[src/rtl/gol_pkg.sv]
// Shared definitions for the gol grid and its reader-side streamer.
//   GOL_ROWS/GOL_COLS : default grid size used by gol, the streamer and benches
//   stream_state_t    : streamer FSM state
//   idx_w(n)          : index width for n entries, never less than 1 bit
package gol_pkg;

  localparam int GOL_ROWS = 3;
  localparam int GOL_COLS = 3;

  typedef enum logic {
    IDLE   = 1'b0,
    STREAM = 1'b1
  } stream_state_t;

  function automatic int idx_w(input int n);
    return (n <= 1) ? 1 : $clog2(n);
  endfunction

endpackage

[src/rtl/gol_cell_cursor.sv]
// Row-major cell cursor for the grid streamer.
// Ports:
//   clk, rst_n  : clock and synchronous active-low reset
//   load_zero   : force the cursor to (0,0)
//   advance     : step to the next cell; wraps from (ROWS-1,COLS-1) to (0,0)
//   row, col    : current cursor position
//   at_sol      : col == 0
//   at_eol      : col == COLS-1
//   at_eof      : row == ROWS-1 and col == COLS-1
module gol_cell_cursor
  import gol_pkg::*;
#(
  parameter int ROWS = GOL_ROWS,
  parameter int COLS = GOL_COLS
) (
  input  logic                     clk,
  input  logic                     rst_n,
  input  logic                     load_zero,
  input  logic                     advance,
  output logic [idx_w(ROWS)-1:0]   row,
  output logic [idx_w(COLS)-1:0]   col,
  output logic                     at_sol,
  output logic                     at_eol,
  output logic                     at_eof
);

  localparam int RW = idx_w(ROWS);
  localparam int CW = idx_w(COLS);
  localparam logic [RW-1:0] LAST_ROW = RW'(ROWS - 1);
  localparam logic [CW-1:0] LAST_COL = CW'(COLS - 1);

  logic [RW-1:0] row_q, row_d;
  logic [CW-1:0] col_q, col_d;

  assign at_sol = (col_q == '0);
  assign at_eol = (col_q == LAST_COL);
  assign at_eof = at_eol && (row_q == LAST_ROW);

  always_comb begin
    row_d = row_q;
    col_d = col_q;
    if (load_zero) begin
      row_d = '0;
      col_d = '0;
    end else if (advance) begin
      if (at_eol) begin
        col_d = '0;
        row_d = at_eof ? '0 : row_q + 1'b1;
      end else begin
        col_d = col_q + 1'b1;
      end
    end
  end

  always_ff @(posedge clk) begin
    if (!rst_n) begin
      row_q <= '0;
      col_q <= '0;
    end else begin
      row_q <= row_d;
      col_q <= col_d;
    end
  end

  assign row = row_q;
  assign col = col_q;

endmodule

[src/rtl/gol_grid_streamer.sv]
// Snapshots the parallel gol grid on request and streams it out one cell per
// handshake in row-major order, with row/col indices and framing markers.
// Ports:
//   clk, rst_n             : clock and synchronous active-low reset
//   grid_in[r][c]          : live grid from gol
//   snap                   : capture request, sampled every edge
//   busy                   : a frame is held or streaming
//   cell_valid/cell_ready  : output handshake
//   cell_data/row/col      : current cell value and position
//   sol/eol/eof            : first-of-row, last-of-row, last-of-frame markers
//   frame_count            : completed frames (wraps)
//   drop_count             : snap requests ignored while streaming (saturates)
//   state_dbg              : current FSM state for observation
//
// Handshake: a cell transfers on every rising edge where cell_valid and
// cell_ready are both 1. Once cell_valid is high it stays high, and every
// cell_* output and marker holds stable, until that cell transfers; only
// reset may withdraw it.
module gol_grid_streamer
  import gol_pkg::*;
#(
  parameter int ROWS  = GOL_ROWS,
  parameter int COLS  = GOL_COLS,
  parameter int CNT_W = 8
) (
  input  logic                             clk,
  input  logic                             rst_n,
  input  logic [ROWS-1:0][COLS-1:0]        grid_in,
  input  logic                             snap,
  output logic                             busy,
  output logic                             cell_valid,
  input  logic                             cell_ready,
  output logic                             cell_data,
  output logic [idx_w(ROWS)-1:0]           cell_row,
  output logic [idx_w(COLS)-1:0]           cell_col,
  output logic                             sol,
  output logic                             eol,
  output logic                             eof,
  output logic [CNT_W-1:0]                 frame_count,
  output logic [CNT_W-1:0]                 drop_count,
  output stream_state_t                    state_dbg
);

  stream_state_t                 state_q;
  logic [ROWS-1:0][COLS-1:0]     snapshot_q;
  logic                          valid_q;
  logic                          busy_q;
  logic [CNT_W-1:0]              frame_count_q;
  logic [CNT_W-1:0]              drop_count_q;

  logic at_sol, at_eol, at_eof;
  logic transfer;
  logic cur_load;

  assign transfer = valid_q && cell_ready;
  // The cursor wraps to (0,0) on its own after the eof transfer, so it only
  // needs an explicit clear when a frame starts from IDLE.
  assign cur_load = (state_q == IDLE) && snap;

  gol_cell_cursor #(
    .ROWS (ROWS),
    .COLS (COLS)
  ) u_cursor (
    .clk       (clk),
    .rst_n     (rst_n),
    .load_zero (cur_load),
    .advance   (transfer),
    .row       (cell_row),
    .col       (cell_col),
    .at_sol    (at_sol),
    .at_eol    (at_eol),
    .at_eof    (at_eof)
  );

  always_ff @(posedge clk) begin
    if (!rst_n) begin
      state_q       <= IDLE;
      snapshot_q    <= '0;
      valid_q       <= 1'b0;
      busy_q        <= 1'b0;
      frame_count_q <= '0;
      drop_count_q  <= '0;
    end else begin
      case (state_q)
        IDLE: begin
          if (snap) begin
            snapshot_q <= grid_in;
            valid_q    <= 1'b1;
            busy_q     <= 1'b1;
            state_q    <= STREAM;
          end
        end
        STREAM: begin
          if (transfer && at_eof) begin
            frame_count_q <= frame_count_q + 1'b1;
            if (snap) begin
              // Back-to-back frame: recapture and keep valid high.
              snapshot_q <= grid_in;
            end else begin
              valid_q <= 1'b0;
              busy_q  <= 1'b0;
              state_q <= IDLE;
            end
          end else if (snap) begin
            if (drop_count_q != '1) begin
              drop_count_q <= drop_count_q + 1'b1;
            end
          end
        end
        default: state_q <= IDLE;
      endcase
    end
  end

  assign cell_valid  = valid_q;
  assign busy        = busy_q;
  assign cell_data   = snapshot_q[cell_row][cell_col];
  assign sol         = valid_q && at_sol;
  assign eol         = valid_q && at_eol;
  assign eof         = valid_q && at_eof;
  assign frame_count = frame_count_q;
  assign drop_count  = drop_count_q;
  assign state_dbg   = state_q;

endmodule

[config.mk]
export PLATFORM = sky130hd
export DESIGN_NAME = gol_grid_streamer
export DESIGN_NICKNAME = d
export VERILOG_FILES = /design/src/rtl/gol_pkg.sv /design/src/rtl/gol_cell_cursor.sv /design/src/rtl/gol_grid_streamer.sv
export SDC_FILE = /design/constraint.sdc
export NUM_CORES = 1
export LEC_CHECK = 0
export CAP_MARGIN = 20
export CORE_MARGIN = 5
export CORE_UTILIZATION = 50
export CTS_CLUSTER_DIAMETER = 120
export DETAILED_ROUTE_END_ITERATION = 10
export DONT_BUFFER_PORTS = 1
export GPL_TIMING_DRIVEN = 0
export HOLD_SLACK_MARGIN = 0.02
export REMOVE_ABC_BUFFERS = 1
export SETUP_SLACK_MARGIN = 0.3
export SLEW_MARGIN = 0
export SYNTH_ARGS = -nofsm -noshare
export SYNTH_HDL_FRONTEND = slang
export SYNTH_SLANG_ARGS = --single-unit
[constraint.sdc]
create_clock -name clk -period 2.9 [get_ports clk]
set_input_delay 0.58 -clock clk [delete_from_list [all_inputs] [get_ports clk]]
set_output_delay 0.58 -clock clk [all_outputs]
set_load 0.02 [all_outputs]
**Word level (Yosys, flattened, before mapping)**

Index checks and enable logic that the tools add are counted.

- Flip-flop bits (word level): 31
- Word-level logic and storage cells: 53
- Output and inout port bits: 27
- Bits of input ports: 13

- $lt $le $gt $ge: 2
- Bitwise logic cells: 3
- Eq/ne operators: 6
- Muxes and demuxes: 16
- $add $sub $neg: 4
- Reduce and logical (&&, ||, !) cells: 13

Operator list:

| kind | count |
|---|---|
| $mux 9 | 2 |
| $pmux 9 s2 | 1 |
| $add 8x1->8 const B | 2 |
| $ne 8x8->1 const B | 1 |
| $logic_and 1x1->1 | 7 |
| $bmux 3 s2 | 1 |
| $lt 2x3->1 const B | 2 |
| $mux 1 | 6 |
| $add 2x1->2 const B | 2 |
| $eq 2x2->1 const B | 2 |
| $mux 2 | 2 |
| $ne 2x2->1 const B | 2 |
| $pmux 1 s2 | 2 |
| $reduce_and 2->1 | 2 |
| $reduce_and 4->1 | 1 |
| $mux 3 | 1 |
| $not 1->1 | 3 |
| $reduce_and 3->1 | 1 |
| $bmux 1 s2 | 1 |
| $logic_not 2->1 | 1 |
| $ne 2x1->1 const B | 1 |
| $reduce_or 2->1 | 1 |

**Depth between registers and ports, before layout**

- Depth after elaboration: 5
- Gate-level depth with buffers: 7

**Modules after synthesis**

A second synthesis with hierarchy kept.

- Cell total of the unflattened synthesis: 169
- Area total of the unflattened synthesis: 1549.0 um^2

Modules (own cells, without submodules):

| module | seq. area each (um^2) | area an instance (um^2) | instances | cells each |
|---|---|---|---|---|
| gol_grid_streamer | 540.5 | 1337.5 | 1 | 148 |
| gol_cell_cursor | 80.1 | 211.5 | 1 | 21 |

**Least setup slack after synthesis**

OpenSTA, ideal clock, no wires.

- Kind: reg2out
- Start point: reg u_cursor.row_q[0], in the netlist u_cursor.row[0]
- End point: out cell_data
- Arrival: 1367 ps
- Cell stages (with the launch flop): 5
- Setup slack: 953 ps
- Required time: 2320 ps
- Cells stage by stage: dfxtp_1 -> nor2b_1 -> o2bb2ai_1 -> mux2i_1 -> o22ai_1

- Longest elaborated chain between the ends: 4

Ends and longest elaborated chain:

| element | line | RTL |
|---|---|---|
| start, declared | gol_cell_cursor.sv:32 | `logic [RW-1:0] row_q, row_d;` |
| start signal, assigned | gol_cell_cursor.sv:60 | `row_q <= row_d;` |
| $bmux 3 s2 | gol_grid_streamer.sv:117 | `assign cell_data = snapshot_q[cell_row][cell_col];` |
| $mux 3 (implied by the code) | gol_grid_streamer.sv:117 |  |
| $bmux 1 s2 | gol_grid_streamer.sv:117 |  |
| $mux 1 (implied by the code) | gol_grid_streamer.sv:117 |  |
| end, declared | gol_grid_streamer.sv:33 | `output logic cell_data,` |

No other way between the ends. The select of a mux whose other input is x is not followed.

==> impl_metrics.ini <==
[logic_synthesis]
syn_inst = 177
synth.yosys.seq_area_share = 0.407
synthTopCellsByArea = dfxtp_1, mux2i_1, nand2_1
synth_warnings = 0
synth.distinct_cells = 35
synth_common_cells = dfxtp_1, nand2_1, a21oi_1, mux2i_1, o21ai_0
synth.avg_cell_area_um2 = 8.62
synth_edf_count = 0
ys_seq_elements = 31
synth_top_area_share = 0.407
synth_top_area_cell = dfxtp_1
async_reset_ff_frac = 0
syn_area_mm2 = 0.00153
ys.flop_type = dfxtp_1

[timing]
fin_setup_tns_ps = 0
rsz0062_at_grt = false
hold_viol = 0
fmax_mhz = 419
fin_crit_ps = 2390
final-max-slew-violation-count = 0
worst_pin_slew_ps = 667
fin_hold_ws_ps = 368
finClkSkew_ps = 7.02
setup_viol = 0
slew_headroom = 0.555
post-route-period-util = 0.824

[power_and_ir_drop]
max-vdd-ir-drop_mv = 0.261
powerDensity_mw_per_mm2 = 470
power_leakage_nw = 0.582

[clock_tree]
root_buffer = clkbuf_4
cts_tree = built
clockBufferDepth = 2
cts_buffers = 5
htreeDepth = 2
clkSinkCount = 31
clk-insertion-delay-late_ps = 330
clk_pin_slew_worst_paths_ps = 90
ctsHoldBuffers = 0

[placed_design]
place_hpwl_um = 2260
gp_congestion = 0.716
dp.cells = 203
place.port_buffers = 0

[worst_hold_path]
min_delay_path_depth = 2
hp-class = in2reg

[detailed_routing]
avgViaCountPerCell = 5.83
drt_wl_total_um = 3070
first_pass_iters = 4
drc = 0
drt-initial-drc-count = 59
wl_per_cell_um = 14.6
vias = 1230
ant_nets = 0

[global_routing]
grt_pass1_wl_um = 5110
grt_antenna_before_repair = 0
gr-total-overflow = 0
grt_start_max_net_pins = 23
grt_use_total = 0.157
grt_pass1_vias = 1162

[worst_setup_path]
arrival_ps = 1810
cp-start-kind = flop
crit_end = eof
ff2ff_setup_slack_ps = 750
r2r_end = snapshot_q[5]
cp-end-kind = output pin
critical_path_class = reg2out
startpoint = busy
cp_max_fo = 11
r2r-start = busy
critPathRequiredTime_ps = 2320
worstRegToRegCells = 5

[finish]
diodes = 0
drive_gt1_frac = 0.0899
nets = 193
postLayoutCoreUtil = 0.531
final.fill_count = 303
area_growth_pct = 3.69
layoutNonFillerInstCount = 211

[floorplanning]
dieHeight_um = 65.2
start_util = 0.512
die-area_mm2 = 0.00425
io_pins = 40
core_mm2 = 0.00298
fp.dieW_um = 65.2
rows = 20

[run]
cap_violations = 0

[run_status]
status = complete, no violations
## sequential cells by signal (all words and copies together), names as in the netlist
signal,cells
state_dbg,1
u_cursor.col,2
drop_count,8
busy,1
frame_count,8
snapshot_q,9
u_cursor.row,2
## layer usage
layer | share of wire | track usage
met3 | 0.079 | 0.0598
met1 | 0.44 | 0.178
met4 | 0.020 | 0.0933
met2 | 0.46 | 0.249
met5 | 0 | 0
## metrics by stage
step / total power, mW / worst slack, ps / area (um^2)
6_report: 0.744 / 512 / 1580
5_1_grt: 0.792 / 381 / 1580
4_1_cts: 0.756 / 381 / 1580
3_5_place_dp: 0.517 / 527 / 1520
3_3_place_gp: 0.514 / -204 / 1520
2_1_floorplan: 0.505 / 255 / 1480
## cell type report
cell class	count	area, um^2	area share
clock buffers	7	45.0	0.0285
inverters	3	11.3	0.00712
well taps	33	41.3	0.0261
repair buffers	1	7.51	0.00475
flip-flops and latches	31	621	0.392
multi-input cells	135	851	0.538
clock inverters	1	5.00	0.00316
## power breakdown
part           internal, mW  switching [mW]
sequential            0.438          0.0190
clock                0.0943           0.142
combinational        0.0221          0.0287
## layout by cell type (no fill, tap or decap)
cell       instances
a21boi_1           1
mux2i_1           16
nand4_1            3
nand4_2            2
o21ai_0           12
a2111oi_2          1
nor2_1            10
nor2b_1            2
nand3b_1           1
xor2_1             3
or2_2              2
and3_1             2
o2111ai_1          1
clkinv_2           1
nand3_1            4
o22ai_2            1
and4_1             1
clkbuf_1           2
nor4_2             1
a21o_4             1
a211oi_1           1
or3_1              9
buf_4              1
nor3_1             2
ha_1               3
a21oi_1           17
clkinv_1           1
nand2_1           31
nor3b_1            1
and3b_2            1
inv_1              2
clkbuf_4           5
and3b_1            2
o2bb2ai_1          2
dfxtp_1           31
nand2b_1           2
## logic make-up after synthesis
kind of cell / share of synthesized area
AND/OR/NAND/NOR: 0.260
AO/OA/AOI/OAI: 0.146
flip-flops: 0.407
multiplexers: 0.105
buffers and inverters: 0.0402
XOR/XNOR: 0.0172
adder cells (fa/ha/maj): 0.0246
## worst min-delay path by stage
| stage | start | to | slack [ps] |
|---|---|---|---|
| finish | snap | state_dbg | 370 |
| global route | grid_in[1] | snapshot_q[1] | 350 |
| CTS | snap | state_dbg | 360 |
| detailed placement | snapshot_q[4] | snapshot_q[4] | 450 |
| global placement | snapshot_q[2] | snapshot_q[2] | 440 |
| floorplan | snapshot_q[0] | snapshot_q[0] | 430 |
## critical path: stages, from the launching register on
cell and delay [ps]:
dfxtp_1 650, and3b_2 490, and3b_1 330
## timing repair
action / 4_1_cts / 5_1_grt
resized for setup: 1 / 1
setup endpoints to repair: 1 / 1
pin swaps: 0 / 0
buffers inserted: 0 / 0
Power figures use the tool's default switching activity.
